[config.mk]
export PLATFORM = sky130hd
export DESIGN_NAME = booth_pp_accumulator
export DESIGN_NICKNAME = d
export VERILOG_FILES = /design/src/rtl/booth_pp_accumulator.sv
export SDC_FILE = /design/constraint.sdc
export NUM_CORES = 2
export LEC_CHECK = 0
export CAP_MARGIN = 15
export CORE_AREA = 2 2 257 259
export DETAILED_ROUTE_END_ITERATION = 7
export DIE_AREA = 0 0 259 261
export PLACE_DENSITY = 0.81
export SYNTH_ARGS = -nofsm -noshare
export SYNTH_HDL_FRONTEND = slang
export SYNTH_SLANG_ARGS = --single-unit
[constraint.sdc]
create_clock -name clk -period 36.7 [get_ports clk]
set_clock_uncertainty 0.2 [all_clocks]
set_input_delay 9.175 -clock clk [delete_from_list [all_inputs] [get_ports clk]]
set_output_delay 9.175 -clock clk [all_outputs]
set_load 0.005 [all_outputs]
[src/rtl/booth_pp_accumulator.sv]
// booth_pp_accumulator: multi-cycle reduction of radix-4 Booth partial-product
// rows (PP0..PP15, PP16 fixup row, error_correction bits) into a 64-bit product.
//
// Ports:
//   clk, rst            rising-edge clock, asynchronous active-high reset
//   in_valid/in_ready   input handshake; one row set accepted per transfer
//   pp_rows[543:0]      {PP15..PP0}, 34-bit rows, sign-extended when summed
//   pp_msb[31:0]        PP16, zero-extended, weight 2^32
//   error_correction    bit i adds +1 at weight 2^(2i)
//   out_valid/out_ready output handshake; product held while stalled
//   product[63:0]       accumulated sum (mod 2^64)
//   busy                high whenever the block is not idle
//
// Parameter ROWS_PER_CYCLE (1,2,4,8,16): rows summed per ACC cycle.
// Optional macro PP_ACC_EARLY_EN: skip ACC cycles once all remaining rows
// and their correction bits are zero.
module booth_pp_accumulator #(
    parameter int ROWS_PER_CYCLE = 2
) (
    input  logic         clk,
    input  logic         rst,
    input  logic         in_valid,
    output logic         in_ready,
    input  logic [543:0] pp_rows,
    input  logic [31:0]  pp_msb,
    input  logic [15:0]  error_correction,
    output logic         out_valid,
    input  logic         out_ready,
    output logic [63:0]  product,
    output logic         busy
);

    localparam int NSTEP = 16 / ROWS_PER_CYCLE;
    localparam int CW    = (NSTEP > 1) ? $clog2(NSTEP) : 1;
    localparam logic [CW-1:0] LAST = CW'(NSTEP - 1);

    typedef enum logic [1:0] {
        IDLE,
        ACC,
        DONE
    } state_t;

    state_t        state_q, state_d;
    logic [33:0]   rows_q [16];
    logic [63:0]   acc_q, acc_d;
    logic [CW-1:0] cnt_q, cnt_d;
    logic          load;
    logic [63:0]   ec_spread;
    logic [63:0]   init_sum;
    logic [63:0]   step_sum;
    logic [3:0]    row_idx;
    logic [63:0]   row_ext;
    logic          early_in;
    logic          early_acc;

    // Correction bits and PP16 occupy disjoint bit ranges, so they are
    // folded into the accumulator at accept time in one add.
    always_comb begin
        ec_spread = '0;
        for (int i = 0; i < 16; i++) begin
            ec_spread[2*i] = error_correction[i];
        end
    end

    assign init_sum = {pp_msb, 32'b0} + ec_spread;

    // Rows cnt*R .. cnt*R+R-1, each sign-extended and weighted by 4^index.
    always_comb begin
        step_sum = acc_q;
        row_idx  = '0;
        row_ext  = '0;
        for (int j = 0; j < ROWS_PER_CYCLE; j++) begin
            row_idx  = 4'(int'(cnt_q) * ROWS_PER_CYCLE + j);
            row_ext  = {{30{rows_q[row_idx][33]}}, rows_q[row_idx]};
            step_sum = step_sum + (row_ext << (2 * row_idx));
        end
    end

`ifdef PP_ACC_EARLY_EN
    logic [15:0] ec_q;
    logic [15:0] row_nz;
    logic [15:0] rest_mask;

    always_comb begin
        row_nz = '0;
        for (int i = 0; i < 16; i++) begin
            row_nz[i] = (|rows_q[i]) | ec_q[i];
        end
    end

    // Rows still pending after the add performed this cycle.
    assign rest_mask = row_nz >> ((int'(cnt_q) + 1) * ROWS_PER_CYCLE);
    assign early_in  = ~|pp_rows & ~|error_correction;
    assign early_acc = ~|rest_mask;
`else
    assign early_in  = 1'b0;
    assign early_acc = 1'b0;
`endif

    always_comb begin
        state_d = state_q;
        acc_d   = acc_q;
        cnt_d   = cnt_q;
        load    = 1'b0;
        unique case (state_q)
            IDLE: begin
                if (in_valid) begin
                    load    = 1'b1;
                    acc_d   = init_sum;
                    cnt_d   = '0;
                    state_d = early_in ? DONE : ACC;
                end
            end
            ACC: begin
                acc_d = step_sum;
                cnt_d = cnt_q + 1'b1;
                if (cnt_q == LAST || early_acc) begin
                    state_d = DONE;
                end
            end
            DONE: begin
                if (out_ready) begin
                    state_d = IDLE;
                end
            end
            default: state_d = IDLE;
        endcase
    end

    always_ff @(posedge clk or posedge rst) begin
        if (rst) begin
            state_q <= IDLE;
            acc_q   <= '0;
            cnt_q   <= '0;
            for (int i = 0; i < 16; i++) begin
                rows_q[i] <= '0;
            end
`ifdef PP_ACC_EARLY_EN
            ec_q    <= '0;
`endif
        end else begin
            state_q <= state_d;
            acc_q   <= acc_d;
            cnt_q   <= cnt_d;
            if (load) begin
                for (int i = 0; i < 16; i++) begin
                    rows_q[i] <= pp_rows[34*i +: 34];
                end
`ifdef PP_ACC_EARLY_EN
                ec_q <= error_correction;
`endif
            end
        end
    end

    assign in_ready  = (state_q == IDLE);
    assign out_valid = (state_q == DONE);
    assign busy      = (state_q != IDLE);
    assign product   = acc_q;

endmodule

==> results by group <==
Cells and area
  • Share of cells above drive strength 1: 0.0560
  • Commonest non-fill, non-tap cell in the layout: nand2_1
  • Nets: approximately 5200
  • Layout area overhead: 27.4%
  • Commonest cells after routing, fill and taps aside: nand2_1 (1777), clkdlybuf4s50_1 (662), dfrtp_1 (610), mux2i_1 (293), nor2_1 (215)

STA
  • Setup TNS: 0 ns
  • RSZ-0062 raised after global routing: false
  • Pins Over Slew Limit: 0
  • Slew margin rel.: 0.227
  • Max Freq: 0.0778 GHz
  • Hold_ws: 0.272 ns
  • Period minus WS final: 12.85 ns
  • Final Hold Fails: 0
  • Final setup viols: 0
  • Worst Max-Slew Pin Slew: 1.16 ns
  • Tcrit/Tclk final: 0.350

Route
  • DRC: 0
  • DRT Pass-1 Iters: 8
  • Routed Antenna Nets: 0
  • Vias per cell: approximately 5.7
  • Routed WL per cell: 22.7 um
  • Via Count: ~31000
  • WL final: 124000 um
  • Drt first-iter violations: approximately 3400

Synth
  • Main flop type after synthesis: dfrtp_1
  • Post-synthesis cell area: 34500 um^2
  • Gate Count Post-Synth: 4002
  • Yosys Warn Count: 0
  • Ys async rst share: 1.00
  • Post-synth EDFFs: 0
  • Netlist cell types: 64
  • Post-synthesis sequential area ratio: 0.445
  • Number of synthesized register bits: 613
  • Post-synthesis net count: 4726
  • Avg Cell Area, Syn: ~8.6 um^2

GRT
  • First-pass GRT wire length: between 150000 and 200000 um
  • Vias in the first global route: 30500
  • Antenna violations before repair: 13
  • Grt ovf: 0
  • Largest net degree at the start of global routing: roughly 230
  • Total GRT Usage: 0.363

Setup path
  • Crit path top cell by count: buf_4
  • Crit path capture type: flop
  • WP data required: 37.04 ns
  • CP bufs+invs: 4
  • Nature of the critical path startpoint: input port
  • Crit path largest cell delay: around 0.95 ns
  • Critical path fanouts, max: 104
  • CP Data Arrival Time: 13.19 ns
  • Worst setup path class: in2reg
  • Cell Chain, Critical Path: clkdlybuf4s50_1, nand2_4, buf_4, buf_4, buf_4, nand2_1, nand2_1
  • CP delay by family, top: buffers and inverters
  • Critical-path top delay cell: buf_4

Floorplanning
  • Die width: roughly 260 um
  • Die area: between 60000 and 70000 um^2
  • Core Area: 65000 um^2
  • IO Pins: 663
  • Die Ht: 261 um
  • # rows: 94
  • Initial core utilization: 0.530

Clocking
  • Clock transition at path regs: 0.06 ns
  • H-tree depth: 3
  • Inserted Clock Buffers: 66
  • CTS root buf: clkbuf_16
  • Max clock buf depth: 3
  • CTS Hold Bufs: 0
  • Clk sinks: 613
  • Post-cts gate resize count: 0
  • CTS tree: built
  • Post-CTS Setup Inserts: 0
  • Clk Latency, worst-skew pair: 0.62 ns

Run
  • Max cap viols: 0

Worst hold path
  • Worst hold-check path type: reg2reg

Placement
  • Port Buf Inserts: 662
  • GP Congestion: between 1 and 1.5
  • DP HPWL: 93800 um

Run status
  • Status: finished, final reports clean
-- tightest hold or removal path: cells and delay by family (launching register included) --
family	cells	cell delay, ns
flops	1	0.34
simple gates	2	0.10
-- worst paths after layout --
path	start	to	slack (ns)	cells past startpoint
worst min-delay path	rows_q[477]$_DFFE_PP0P_	rows_q[477]$_DFFE_PP0P_	0.27	2
max in group asynchronous	rst	product[31]$_DFFE_PP0P_	24.12	5
worst min register to register	rows_q[477]$_DFFE_PP0P_	rows_q[477]$_DFFE_PP0P_	0.27	2
worst max-delay path	in_valid	rows_q[133]$_DFFE_PP0P_	23.85	7
worst max register to register	cnt_q[1]$_DFFE_PP0P_	product[52]$_DFFE_PP0P_	27.93	21
min in group asynchronous	rst	rows_q[416]$_DFFE_PP0P_	8.92	2
-- routing by layer --
| layer | track usage | vias to the layer above | part of all wire |
|---|---|---|---|
| met4 | 0.191 | 8 | 0.055 |
| met1 | 0.485 | 15100 | 0.40 |
| met3 | 0.0834 | 333 | 0.085 |
| met5 | 0 | - | 0.00040 |
| met2 | 0.555 | 1509 | 0.46 |
| li1 | - | 14100 | - |
-- per-stage QoR --
step	cell area (um^2)	utilization	setup slack, ns	cells
after detailed placement	41600	0.639	23.34	5317
final	43900	0.676	23.85	5444
after global placement	41600	0.639	23.38	5317
after floorplan	34500	-	10.16	4002
after CTS	43900	0.675	23.95	5434
after global routing	43900	0.676	23.54	5443
-- registers in the layout, summed over array words and instances, names as in the netlist --
signal,count
cnt_q,3
rows_q,544
product,64
state_q,2
-- cells in the mapped netlist, types with 32 or more instances --
cell type,number,area share
a21oi_1,123,0.018
buf_2,32,0.0046
clkbuf_1,194,0.021
dfrtp_1,613,0.44
fa_1,62,0.036
ha_1,66,0.024
inv_1,75,0.0082
mux2i_1,293,0.085
mux4_2,77,0.050
nand2_1,1778,0.19
nand3_1,43,0.0062
nor2_1,215,0.023
o21ai_0,93,0.013
-- layout make-up --
class | instances | area [um^2]
Inverter | 76 | 298
Sequential cell | 613 | 15400
Fill cell | 5073 | 21100
Timing Repair Buffer | 696 | 6930
Clock buffer | 89 | 1890
Tap cell | 864 | 1080
Multi-Input combinational cell | 3069 | 17900
Antenna cell | 9 | 22.5
Clock inverter | 28 | 444
-- logic make-up after synthesis --
| family | after synthesis | share of synthesized area |
|---|---|---|
| AO/OA/AOI/OAI | 381 | 0.0676 |
| flip-flops | 613 | 0.445 |
| AND/OR/NAND/NOR | 2125 | 0.239 |
| XOR/XNOR | 58 | 0.0147 |
| adder cells (fa/ha/maj) | 128 | 0.0599 |
| multiplexers | 377 | 0.138 |
| buffers and inverters | 320 | 0.0360 |
Power is left out: the tool's default activity adds up to more than one toggle a clock period on the data nets, which glitch-free logic cannot reach.
